===== src/rtl/memory_stage_if.sv =====
// Data-memory port bundle between the memory stage (master) and the data
// memory (slave): req/gnt handshake with a separate rvalid response phase.
interface memory_stage_if #(
   parameter int size = 32
);
   logic            req;
   logic            we;
   logic [size-1:0] addr;
   logic [3:0]      be;
   logic [size-1:0] wdata;
   logic            gnt;
   logic            rvalid;
   logic [size-1:0] rdata;

   modport master (
      output req, we, addr, be, wdata,
      input  gnt, rvalid, rdata
   );

   modport slave (
      input  req, we, addr, be, wdata,
      output gnt, rvalid, rdata
   );
endinterface


===== src/rtl/memory_stage.sv =====
// memory_stage: pipeline stage after execute. Runs loads/stores on a
// req/gnt/rvalid memory port, formats load data and drives MEM/WB.
// Byte-lane logic assumes a 32-bit datapath (size = 32).
// Optional feature macro: MEM_MISALIGN_TRAP_EN -- when defined, misaligned
// half/word accesses issue no request and pulse misaligned_o for one cycle;
// when undefined, misaligned_o stays 0 and low address bits are ignored.
module memory_stage #(
   parameter int size = 32
) (
   input  logic            clk,
   input  logic            reset,
   input  logic            valid_i,
   input  logic [size-1:0] calculated_result_i,
   input  logic [size-1:0] store_data_i,
   input  logic [11:0]     control_signal_i,
   memory_stage_if.master  dmem,
   output logic            stall_o,
   output logic [size-1:0] mem_fwd_data_o,
   output logic [size-1:0] wb_data_o,
   output logic [4:0]      rd_addr_o,
   output logic            reg_write_o,
   output logic            misaligned_o
);

   localparam logic [1:0] IDLE     = 2'd0;
   localparam logic [1:0] WAIT_GNT = 2'd1;
   localparam logic [1:0] WAIT_RSP = 2'd2;

   // Byte enables for a store, derived from width and address offset.
   function automatic logic [3:0] store_be(input logic [2:0] f3, input logic [1:0] a);
      logic [3:0] be;
      case (f3)
         3'b000:  be = 4'b0001 << a;
         3'b001:  be = a[1] ? 4'b1100 : 4'b0011;
         default: be = 4'b1111;
      endcase
      return be;
   endfunction

   // Store data replicated across lanes so the enabled lanes carry the value.
   function automatic logic [31:0] store_wdata(input logic [2:0] f3, input logic [31:0] d);
      logic [31:0] w;
      case (f3)
         3'b000:  w = {4{d[7:0]}};
         3'b001:  w = {2{d[15:0]}};
         default: w = d;
      endcase
      return w;
   endfunction

   // Extract and extend the addressed byte/half of a load word.
   function automatic logic [31:0] format_load(input logic [31:0] w, input logic [2:0] f3,
                                               input logic [1:0] a);
      logic [7:0]  b;
      logic [15:0] h;
      logic [31:0] r;
      case (a)
         2'b00:   b = w[7:0];
         2'b01:   b = w[15:8];
         2'b10:   b = w[23:16];
         default: b = w[31:24];
      endcase
      h = a[1] ? w[31:16] : w[15:0];
      case (f3)
         3'b000:  r = {{24{b[7]}}, b};
         3'b100:  r = {24'h000000, b};
         3'b001:  r = {{16{h[15]}}, h};
         3'b101:  r = {16'h0000, h};
         default: r = w;
      endcase
      return r;
   endfunction

   // Half accesses need addr[0]=0, word accesses need addr[1:0]=0.
   function automatic logic is_misaligned(input logic [2:0] f3, input logic [1:0] a);
      logic m;
      case (f3)
         3'b001, 3'b101: m = a[0];
         3'b010:         m = (a != 2'b00);
         default:        m = 1'b0;
      endcase
      return m;
   endfunction

   logic [1:0]      state_q, state_d;
   logic [size-1:0] wb_data_q, wb_data_d;
   logic [4:0]      rd_addr_q, rd_addr_d;
   logic            reg_write_q, reg_write_d;
   logic            misaligned_q, misaligned_d;

   logic [4:0] rd_s;
   logic       reg_write_s, mem_write_s, mem_read_s;
   logic [2:0] funct3_s;
   logic       mem_op_s, is_load_s, misaligned_s;
   logic       req_s, stall_s, issue_s;
   logic       unused_ctrl_s;

   assign rd_s          = control_signal_i[11:7];
   assign reg_write_s   = control_signal_i[6];
   assign unused_ctrl_s = control_signal_i[5];
   assign mem_write_s   = control_signal_i[4];
   assign mem_read_s    = control_signal_i[3];
   assign funct3_s      = control_signal_i[2:0];

   assign mem_op_s  = valid_i && (mem_read_s || mem_write_s);
   // A load/store encoding with both bits set behaves as a load.
   assign is_load_s = mem_read_s;

`ifdef MEM_MISALIGN_TRAP_EN
   assign misaligned_s = mem_op_s && is_misaligned(funct3_s, calculated_result_i[1:0]);
`else
   assign misaligned_s = 1'b0;
`endif

   // FSM next state, handshake/stall control and MEM/WB next values.
   always_comb begin
      state_d      = state_q;
      wb_data_d    = wb_data_q;
      rd_addr_d    = rd_addr_q;
      reg_write_d  = 1'b0;
      misaligned_d = 1'b0;
      req_s        = 1'b0;
      stall_s      = 1'b0;
      case (state_q)
         IDLE: begin
            if (mem_op_s && !misaligned_s) begin
               req_s   = 1'b1;
               stall_s = 1'b1;
               state_d = dmem.gnt ? WAIT_RSP : WAIT_GNT;
            end else begin
               wb_data_d    = calculated_result_i;
               rd_addr_d    = rd_s;
               reg_write_d  = reg_write_s && valid_i && !mem_op_s;
               misaligned_d = misaligned_s;
            end
         end
         WAIT_GNT: begin
            req_s   = 1'b1;
            stall_s = 1'b1;
            if (dmem.gnt) begin
               state_d = WAIT_RSP;
            end else begin
               state_d = WAIT_GNT;
            end
         end
         WAIT_RSP: begin
            if (dmem.rvalid) begin
               state_d   = IDLE;
               rd_addr_d = rd_s;
               if (is_load_s) begin
                  wb_data_d   = format_load(dmem.rdata, funct3_s, calculated_result_i[1:0]);
                  reg_write_d = reg_write_s && valid_i;
               end else begin
                  wb_data_d   = calculated_result_i;
                  reg_write_d = 1'b0;
               end
            end else begin
               stall_s = 1'b1;
            end
         end
         default: begin
            state_d = IDLE;
         end
      endcase
   end

   // Memory port drive: everything zero unless a request is being presented.
   always_comb begin
      issue_s = req_s && !reset;
      if (issue_s) begin
         dmem.req   = 1'b1;
         dmem.we    = !is_load_s;
         dmem.addr  = {calculated_result_i[size-1:2], 2'b00};
         dmem.be    = is_load_s ? 4'b1111 : store_be(funct3_s, calculated_result_i[1:0]);
         dmem.wdata = is_load_s ? '0 : store_wdata(funct3_s, store_data_i);
      end else begin
         dmem.req   = 1'b0;
         dmem.we    = 1'b0;
         dmem.addr  = '0;
         dmem.be    = 4'b0000;
         dmem.wdata = '0;
      end
   end

   // State and MEM/WB registers with synchronous reset.
   always_ff @(posedge clk) begin
      if (reset) begin
         state_q      <= IDLE;
         wb_data_q    <= '0;
         rd_addr_q    <= 5'd0;
         reg_write_q  <= 1'b0;
         misaligned_q <= 1'b0;
      end else begin
         state_q      <= state_d;
         wb_data_q    <= wb_data_d;
         rd_addr_q    <= rd_addr_d;
         reg_write_q  <= reg_write_d;
         misaligned_q <= misaligned_d;
      end
   end

   assign stall_o        = stall_s;
   assign mem_fwd_data_o = calculated_result_i;
   assign wb_data_o      = wb_data_q;
   assign rd_addr_o      = rd_addr_q;
   assign reg_write_o    = reg_write_q;
   assign misaligned_o   = misaligned_q;

endmodule


===== src/flat_wrapper.sv =====
// flat-port wrapper written by rule: the top's interface ports become plain ports
module memory_stage_flat 
#(
   parameter int size = 32
)
  (clk, reset, valid_i, calculated_result_i, store_data_i, control_signal_i, stall_o, mem_fwd_data_o, wb_data_o, rd_addr_o, reg_write_o, misaligned_o, dmem_req, dmem_we, dmem_addr, dmem_be, dmem_wdata, dmem_gnt, dmem_rvalid, dmem_rdata);
  memory_stage_if #(.size(size)) dmem_i ();
  input  logic clk;
  input  logic reset;
  input  logic valid_i;
  input  logic [size-1:0] calculated_result_i;
  input  logic [size-1:0] store_data_i;
  input  logic [11:0] control_signal_i;
  output logic stall_o;
  output logic [size-1:0] mem_fwd_data_o;
  output logic [size-1:0] wb_data_o;
  output logic [4:0] rd_addr_o;
  output logic reg_write_o;
  output logic misaligned_o;
  output wire logic [$bits(dmem_i.req)-1:0] dmem_req;
  output wire logic [$bits(dmem_i.we)-1:0] dmem_we;
  output wire logic [$bits(dmem_i.addr)-1:0] dmem_addr;
  output wire logic [$bits(dmem_i.be)-1:0] dmem_be;
  output wire logic [$bits(dmem_i.wdata)-1:0] dmem_wdata;
  input wire logic [$bits(dmem_i.gnt)-1:0] dmem_gnt;
  input wire logic [$bits(dmem_i.rvalid)-1:0] dmem_rvalid;
  input wire logic [$bits(dmem_i.rdata)-1:0] dmem_rdata;
  assign dmem_req = dmem_i.req;
  assign dmem_we = dmem_i.we;
  assign dmem_addr = dmem_i.addr;
  assign dmem_be = dmem_i.be;
  assign dmem_wdata = dmem_i.wdata;
  assign dmem_i.gnt = dmem_gnt;
  assign dmem_i.rvalid = dmem_rvalid;
  assign dmem_i.rdata = dmem_rdata;
  memory_stage #(.size(size)) u_core (.clk(clk), .reset(reset), .valid_i(valid_i), .calculated_result_i(calculated_result_i), .store_data_i(store_data_i), .control_signal_i(control_signal_i), .dmem(dmem_i), .stall_o(stall_o), .mem_fwd_data_o(mem_fwd_data_o), .wb_data_o(wb_data_o), .rd_addr_o(rd_addr_o), .reg_write_o(reg_write_o), .misaligned_o(misaligned_o));
endmodule

===== config.mk =====
export PLATFORM = sky130hd
export DESIGN_NAME = memory_stage_flat
export DESIGN_NICKNAME = d
export VERILOG_FILES = /design/src/rtl/memory_stage_if.sv /design/src/rtl/memory_stage.sv /design/src/flat_wrapper.sv
export SDC_FILE = /design/constraint.sdc
export NUM_CORES = 1
export LEC_CHECK = 0
export CAP_MARGIN = 20
export CORE_ASPECT_RATIO = 1.5
export CORE_UTILIZATION = 35
export DETAILED_ROUTE_END_ITERATION = 8
export HOLD_SLACK_MARGIN = 0.15
export PLACE_DENSITY = 0.83
export SETUP_SLACK_MARGIN = 0.1
export SLEW_MARGIN = 5
export SYNTH_ARGS = -nofsm -noshare
export SYNTH_HDL_FRONTEND = slang
export SYNTH_SLANG_ARGS = --single-unit

===== constraint.sdc =====
create_clock -name clk -period 2.5 [get_ports clk]
set_input_delay 0.5 -clock clk [delete_from_list [all_inputs] [get_ports clk]]
set_output_delay 0.5 -clock clk [all_outputs]
set_load 0.05 [all_outputs]

==> metrics.md, run 1 <==
| Metric | Value |
|---|---|
| Status | finished, final reports clean |
| Worst reg2reg setup slack | 0.74 ns |
| Post-synth ARST share | 0% |
| Reg2Reg Launch Point | u_core.state_q[0] |
| RSZ-0062 raised after global routing | true |
| Top-area cell type share of the netlist area | a little under a quarter |
| Flop and latch count out of synthesis | 40 |
| Placeable Area | approximately 9400 um^2 |
| CTS root buf | clkbuf_16 |
| WS Path Type | in -> out |
| Nets | 847 |
| Initial Util | between 30% and 40% |
| Register area share after synthesis | between 20% and 30% |
| Die H | between 100 and 150 um |
| Worst Setup EP | dmem_wdata[26] |
| IO buf count | 250 |
| EDFF count, synth | 0 |
| DR pass1 iterations | 5 |
| Post-synthesis cell type count | 43 |
| Gpl congestion | about 0.85 |
| Clock Power Share | around a quarter |
| Hold Fails Final Rpt | 0 |
| Period utilization | between 90% and 100% |
| Hold WS | ~0.45 ns |
| Synth Cell Area | about 3400 um^2 |
| Post-route DRC | 0 |
| WL/cell | 19.7 um |
| Worst Path Required | 2.00 ns |
| Max Clock Freq | a little over 0.4 GHz |
| Synth Instances | around 500 |
| Global route overflow | 0 |
| Drt initial violations | ~250 |
| Post-layout util | a little under 80% |
| Design area | about 7400 um^2 |
| Clk_lat worst skew | about 0.28 ns |
| Post-Layout Cell Count | between 800 and 900 |
| Ys flop type | dfxtp_1 |
| ANT nets after route | 0 |
| CTS Buf Count | 5 |
| Count leader, synth | nand2_1 |
| Setup TNS | 0 ns |
| Aggregate global-route resource usage | 32.2% |
| CTS tree | done |
| Slew Viols, Final | 0 |
| Final Power | roughly 3.1 mW |
| Layout cells sized above 1 | about a third |
| CP max FO | 4 |
| CTS max path bufs | 2 |
| Io pins | roughly 260 |
| Inst Count DP | 827 |
| Worst slew pin tran | roughly 0.59 ns |
| Placed Area | around 7000 um^2 |
| Internal power | approximately 1.9 mW |
| Pre-CTS setup slack | -0.393 ns |
| Top cells by area, synth | dfxtp_1 (23%), nand2_1 (10%), buf_4 (7.7%), and2_1 (7.3%), a21oi_1 (5.3%) |
| Site Rows | 43 |
| Reg2reg path depth | 6 |
| Switching part of the total | around two fifths |
| Drt total wl | between 15 and 20 mm |
| Net Sw Power | about 1.2 mW |
| Max-cap violations | 0 |
| Post-synth top cells | nand2_1 (93), and2_1 (40), dfxtp_1 (40) |
| Mapped Avg Cell Area | a little under 7 um^2 |
| WHS Path Cells | 2 |
| Leading area contributor after synthesis | dfxtp_1 |
| Worst setup startpoint | control_signal_i[3] |
| CP Capture Type | output port |
| Combinational power share | a little over half |
| DR vias/cell | ~5.5 |
| Final setup viols | 0 |
| Worst Hold Class | reg -> reg |
| Clock skew | 0.00654 ns |
| Chip width | about 83 um |
| Startpoint Class | input pin |
| Clk sinks | 40 |
| Worst R2R End | u_core.wb_data_o[23] |
| P&R area growth vs syn | 118% |
| Slew margin rel. | 60.5% |
| Vias in the first global route | 4856 |
| Seq pwr share | 23.4% |
| H-tree depth | 2 |
| Vias | between 4000 and 5000 |
| Final worst slack | between 0.03 and 0.04 ns |
| Ys Warns | 0 |
| Pleak | 2.91 nW |
| CTS clk-pin slew, worst paths | around 0.060 ns |
| Worst EP arrival | 1.97 ns |
| Number of diodes | 0 |
| Largest net degree at the start of global routing | 35 |
| Max VDD drop | 0.309 mV |
| First-pass GRT wire length | 24.6 mm |
| Tmin final | between 2 and 2.5 ns |
| Pwr Density | approximately 420 nW/um^2 |
| Die Area | roughly 10000 um^2 |
| Initial antenna violation count | 0 |
| HPWL Detailed | around 13 mm |
-- cells by family after synthesis --
family | Yosys count | share of synthesized area [%]
other | 1 | 0.110
AOI/OAI and AO/OA | 160 | 32.7
and+or+nand+nor | 189 | 25.3
DFF | 40 | 23.5
buffers and inverters | 89 | 14.8
muxes | 12 | 3.60
-- state kept, by name (all words and copies together) (netlist names) --
| register | cells |
|---|---|
| u_core.wb_data_o | 32 |
| u_core.rd_addr_o | 5 |
| u_core.state_q | 2 |
| u_core.reg_write_o | 1 |
-- final cells by class --
type	count	area, um^2
sequential	40	802
timing repair buffer	312	3810
fill	591	1940
inverter	11	51.3
tap	112	140
clock inverter	3	46.3
clock buffer	5	125
multi-input combinational	364	2450
-- placed cells by master, fill, tap and decap left out, drive strengths merged, types with 2 or more instances in the layout --
cell             n
mux2i           10
o211ai           8
inv             12
a31oi           16
a32o            16
clkdlybuf4s50  142
nor2            39
nand2b           2
o31a             5
clkbuf           6
nand3b           2
buf            165
a22oi           10
o221ai           5
nor2b            5
conb             3
mux2             2
or3              3
a21o             2
nand2           93
a211oi          15
dlygate4sd2      3
a22o             2
dfxtp           40
a21oi           37
a221oi           8
and2            40
o21ai           30
-- how the worst min path moves through the flow --
stage                        start                  end  slack (ns)
2_1_floorplan             dmem_gnt    u_core.state_q[0]        0.57
3_3_place_gp   u_core.rd_addr_o[2]  u_core.rd_addr_o[2]        0.44
3_5_place_dp   u_core.wb_data_o[7]  u_core.wb_data_o[7]        0.45
4_1_cts        u_core.rd_addr_o[1]  u_core.rd_addr_o[1]        0.46
5_1_grt        u_core.rd_addr_o[4]  u_core.rd_addr_o[4]        0.48
6_report       u_core.rd_addr_o[1]  u_core.rd_addr_o[1]        0.45
-- critical path, stage by stage --
cell and delay (ns):
buf_6 0.08, o21a_4 0.14, nor2_4 0.04, or3_4 0.35
inv_4 0.08, nand2b_4 0.09, buf_16 0.16, buf_12 0.14
a211oi_4 0.20, buf_12 0.17
-- power groups by stage --
stage / clock [mW] / combinational (mW) / sequential [mW]
floorplan: 0 / 0.680 / 0.937
global placement: 0 / 1.54 / 0.737
detailed placement: 0 / 1.58 / 0.742
CTS: 0.757 / 1.63 / 0.729
global route: 0.776 / 1.71 / 0.735
finish: 0.747 / 1.64 / 0.729
-- repair_timing --
action | in CTS | in global routing
gates cloned | 3 | 0
setup endpoints to repair | 68 | 64
pin swaps | 7 | 6
buffers inserted | 8 | 2
hold buffers | 0 | 0
resized for setup | 41 | 8
-- metal layers --
metal / vias up / wire length [um] / global-route usage [%]
li1: 2172 / - / -
met1: 2195 / 5480 / 31.0
met2: 251 / 9110 / 61.6
met3: 63 / 1190 / 6.94
met4: 0 / 906 / 16.8
met5: - / 0 / 0
No activity file was read; power rests on OpenSTA's default activity.
==> inputs of run 2 (changes only) <==
- CORE_MARGIN: default -> 5
==> run 2 against run 1 <==
Against the previous run: sequential share of layout area is essentially flat; cell area hardly changed; sequential power about the same; register-to-register slack worse by 0.03 ns; clock skew increased by 0.0021 ns; hold slack gained 0.0075 ns; critical path type unchanged; largest cell class unchanged; largest power group unchanged.
==> metrics.md, run 2 (synthesized netlist as in run 1, its figures left out) <==
| Metric | Value |
|---|---|
| Worst reg2reg setup slack | 0.71 ns (-0.03 ns) |
| Met2 GRT Util | 52.6% (-8.9 points) |
| Net Sw Power | 1.23 mW (-1.4%) |
| Layout cells sized above 1 | 30.9% (-0.93 points) |
| FF+latch area | 801 um^2 (-0.16%) |
| Fillers | 605 (+2.4%) |
| Pwr Density | 430 nW/um^2 (+2.4%) |
| Internal power | 1.96 mW (+4.8%) |
| Switching part of the total | 38.5% (-1.5 points) |
| Drt total wl | 17.4 mm (+4.1%) |
| Drt initial violations | 225 (-8.9%) |
| Vias in the first global route | 4908 (+1.1%) |
| Chip width | 90.6 um (+9.7%) |
| Period utilization | 95.6% (-3.1 points) |
| CTS Buf Count | 5 (unchanged) |
| Site Rows | 44 (+2.3%) |
| Reg2Reg Launch Point | u_core.state_q[0] |
| WHS Path Cells | 2 (unchanged) |
| Worst Hold End | u_core.rd_addr_o[0] |
| Initial Util | 35.4% (-1.0 points) |
| Combinational power share | 51.4% (-1.2 points) |
| First-pass GRT wire length | 25.8 mm (+5.2%) |
| Multi-input gate area | 2440 um^2 (-0.15%) |
| Nets | 841 (-0.71%) |
| Startpoint Class | input pin |
| Clock Power Share | 25.8% (+1.8 points) |
| CTS root buf | clkbuf_16 |
| Worst slew pin tran | 0.679 ns (+0.0881 ns) |
| Slew margin rel. | 54.6% (-5.8 points) |
| Global route overflow | 0 (unchanged) |
| Pleak | 2.91 nW (-0.24%) |
| Clock skew | 0.00860 ns (+0.00206 ns) |
| GR Util met1 | 26.2% (-4.8 points) |
| RSZ-0062 raised after global routing | true |
| Clk sinks | 40 (unchanged) |
| P&R area growth vs syn | 117% (about the same) |
| CP max FO | 4 (unchanged) |
| Commonest non-fill, non-tap cell in the layout | clkdlybuf4s50_1 |
| Final setup viols | 0 (unchanged) |
| Largest net degree at the start of global routing | 38 (+8.6%) |
| Commonest cells after routing, fill and taps aside | clkdlybuf4s50_1 (142), nand2_1 (92), buf_12 (79) |
| DR vias/cell | 5.56 (+0.62%) |
| Worst Hold Class | reg -> reg |
| Clk_lat worst skew | 0.28 ns (about the same) |
| H-tree depth | 2 (unchanged) |
| Hold Fails Final Rpt | 0 (unchanged) |
| HPWL Detailed | 13.1 mm (+3.7%) |
| Met3 Use GR | 8.08% (+1.1 points) |
| Status | finished, final reports clean |
| WL/cell | 20.6 um (+4.6%) |
| CTS max path bufs | 2 (unchanged) |
| CP Capture Type | output port |
| WS Path Type | in -> out |
| Worst EP arrival | 1.89 ns (-0.08 ns) |
| Placeable Area | 9630 um^2 (+2.9%) |
| Aggregate global-route resource usage | 27.0% (-5.1 points) |
| Max VDD drop | 0.604 mV (+95%) |
| ANT nets after route | 0 (unchanged) |
| Max Clock Freq | 0.418 GHz (+3.2%) |
| IO buf count | 250 (unchanged) |
| CTS clk-pin slew, worst paths | 0.06 ns (about the same) |
| CTS tree | done |
| Gpl congestion | 0.807 (-5.3%) |
| Io pins | 255 (unchanged) |
| Final Power | 3.19 mW (+2.4%) |
| Worst R2R End | u_core.wb_data_o[12] |
| Number of diodes | 0 (unchanged) |
| Vias | 4688 (+0.15%) |
| Max-cap violations | 0 (unchanged) |
| Max reg flops | 32 (unchanged) |
| Seq pwr share | 22.8% (-0.6 points) |
| Setup TNS | 0 ns (unchanged) |
| Most Crowded Layer GR | met2 |
| Reg2reg path depth | 5 (-1) |
| DR pass1 iterations | 5 (unchanged) |
| Slew Viols, Final | 0 (unchanged) |
| Die H | 131 um (+6.5%) |
| Tmin final | 2.39 ns (-0.0772 ns) |
| Initial antenna violation count | 0 (unchanged) |
| Worst Path Required | 2.00 ns (about the same) |
| Die Area | 11900 um^2 (+17%) |
| HP Start | u_core.rd_addr_o[0] |
| Post-route DRC | 0 (unchanged) |
[run 2: power groups by stage]
stage / clock [mW] / combinational (mW) / sequential, mW
3_5_place_dp: 0 / 1.57 / 0.743
3_3_place_gp: 0 / 1.55 / 0.737
5_1_grt: 0.852 / 1.71 / 0.735
6_report: 0.823 / 1.64 / 0.728
4_1_cts: 0.825 / 1.62 / 0.729
2_1_floorplan: 0 / 0.680 / 0.937
[run 2: what timing repair did]
action                                  in CTS  in global routing
setup buffers                                3                  0
endpoints found under the setup margin      68                 65
resized for setup                           32                 12
pin swaps                                    8                  3
hold buffers                                 0                  0
cloned                                       5                  0
[run 2: worst max-delay path by stage]
stage / start / end / slack (ns) / depth (start not counted)
after global placement: control_signal_i[3] / dmem_wdata[0] / -0.33 / 10
after CTS: control_signal_i[4] / dmem_wdata[24] / 0.10 / 9
final: reset / dmem_wdata[14] / 0.11 / 7
after global routing: control_signal_i[4] / dmem_wdata[22] / 0.06 / 10
after floorplan: control_signal_i[3] / dmem_wdata[27] / -0.04 / 9
after detailed placement: control_signal_i[3] / dmem_wdata[0] / -0.36 / 10
[run 2: stage by stage]
stage | hold slack [ns] | util (%) | instance area, um^2 | std cells | setup WS [ns]
3_5_place_dp | 0.455 | 72.2 | 6960 | 828 | -0.362
5_1_grt | 0.477 | 77.0 | 7420 | 843 | 0.0602
2_1_floorplan | 0.572 | - | 3710 | 493 | -0.0438
4_1_cts | 0.464 | 76.5 | 7370 | 843 | 0.105
3_3_place_gp | 0.439 | 72.2 | 6960 | 828 | -0.333
6_report | 0.462 | 77.0 | 7420 | 843 | 0.109
[run 2: critical path, cell delays in order]
cell	delay, ns
clkdlybuf4s15_1	0.19
or3_4	0.39
inv_4	0.08
nand2b_4	0.11
bufbuf_16	0.31
a21oi_4	0.14
buf_12	0.15
[run 2: routing by layer]
metal	part of all wire (%)	up-vias
met2	55	283
met1	32	2179
li1	-	2171
met5	0	-
met3	8.9	55
met4	4.1	0
[run 2: final cells by class]
type / instances / area share [%]
timing repair buffer: 306 / 51.2
multi-input combinational: 364 / 33.0
sequential: 40 / 10.8
tap: 115 / 1.94
clock buffer: 5 / 1.69
clock inverter: 2 / 0.810
inverter: 11 / 0.658
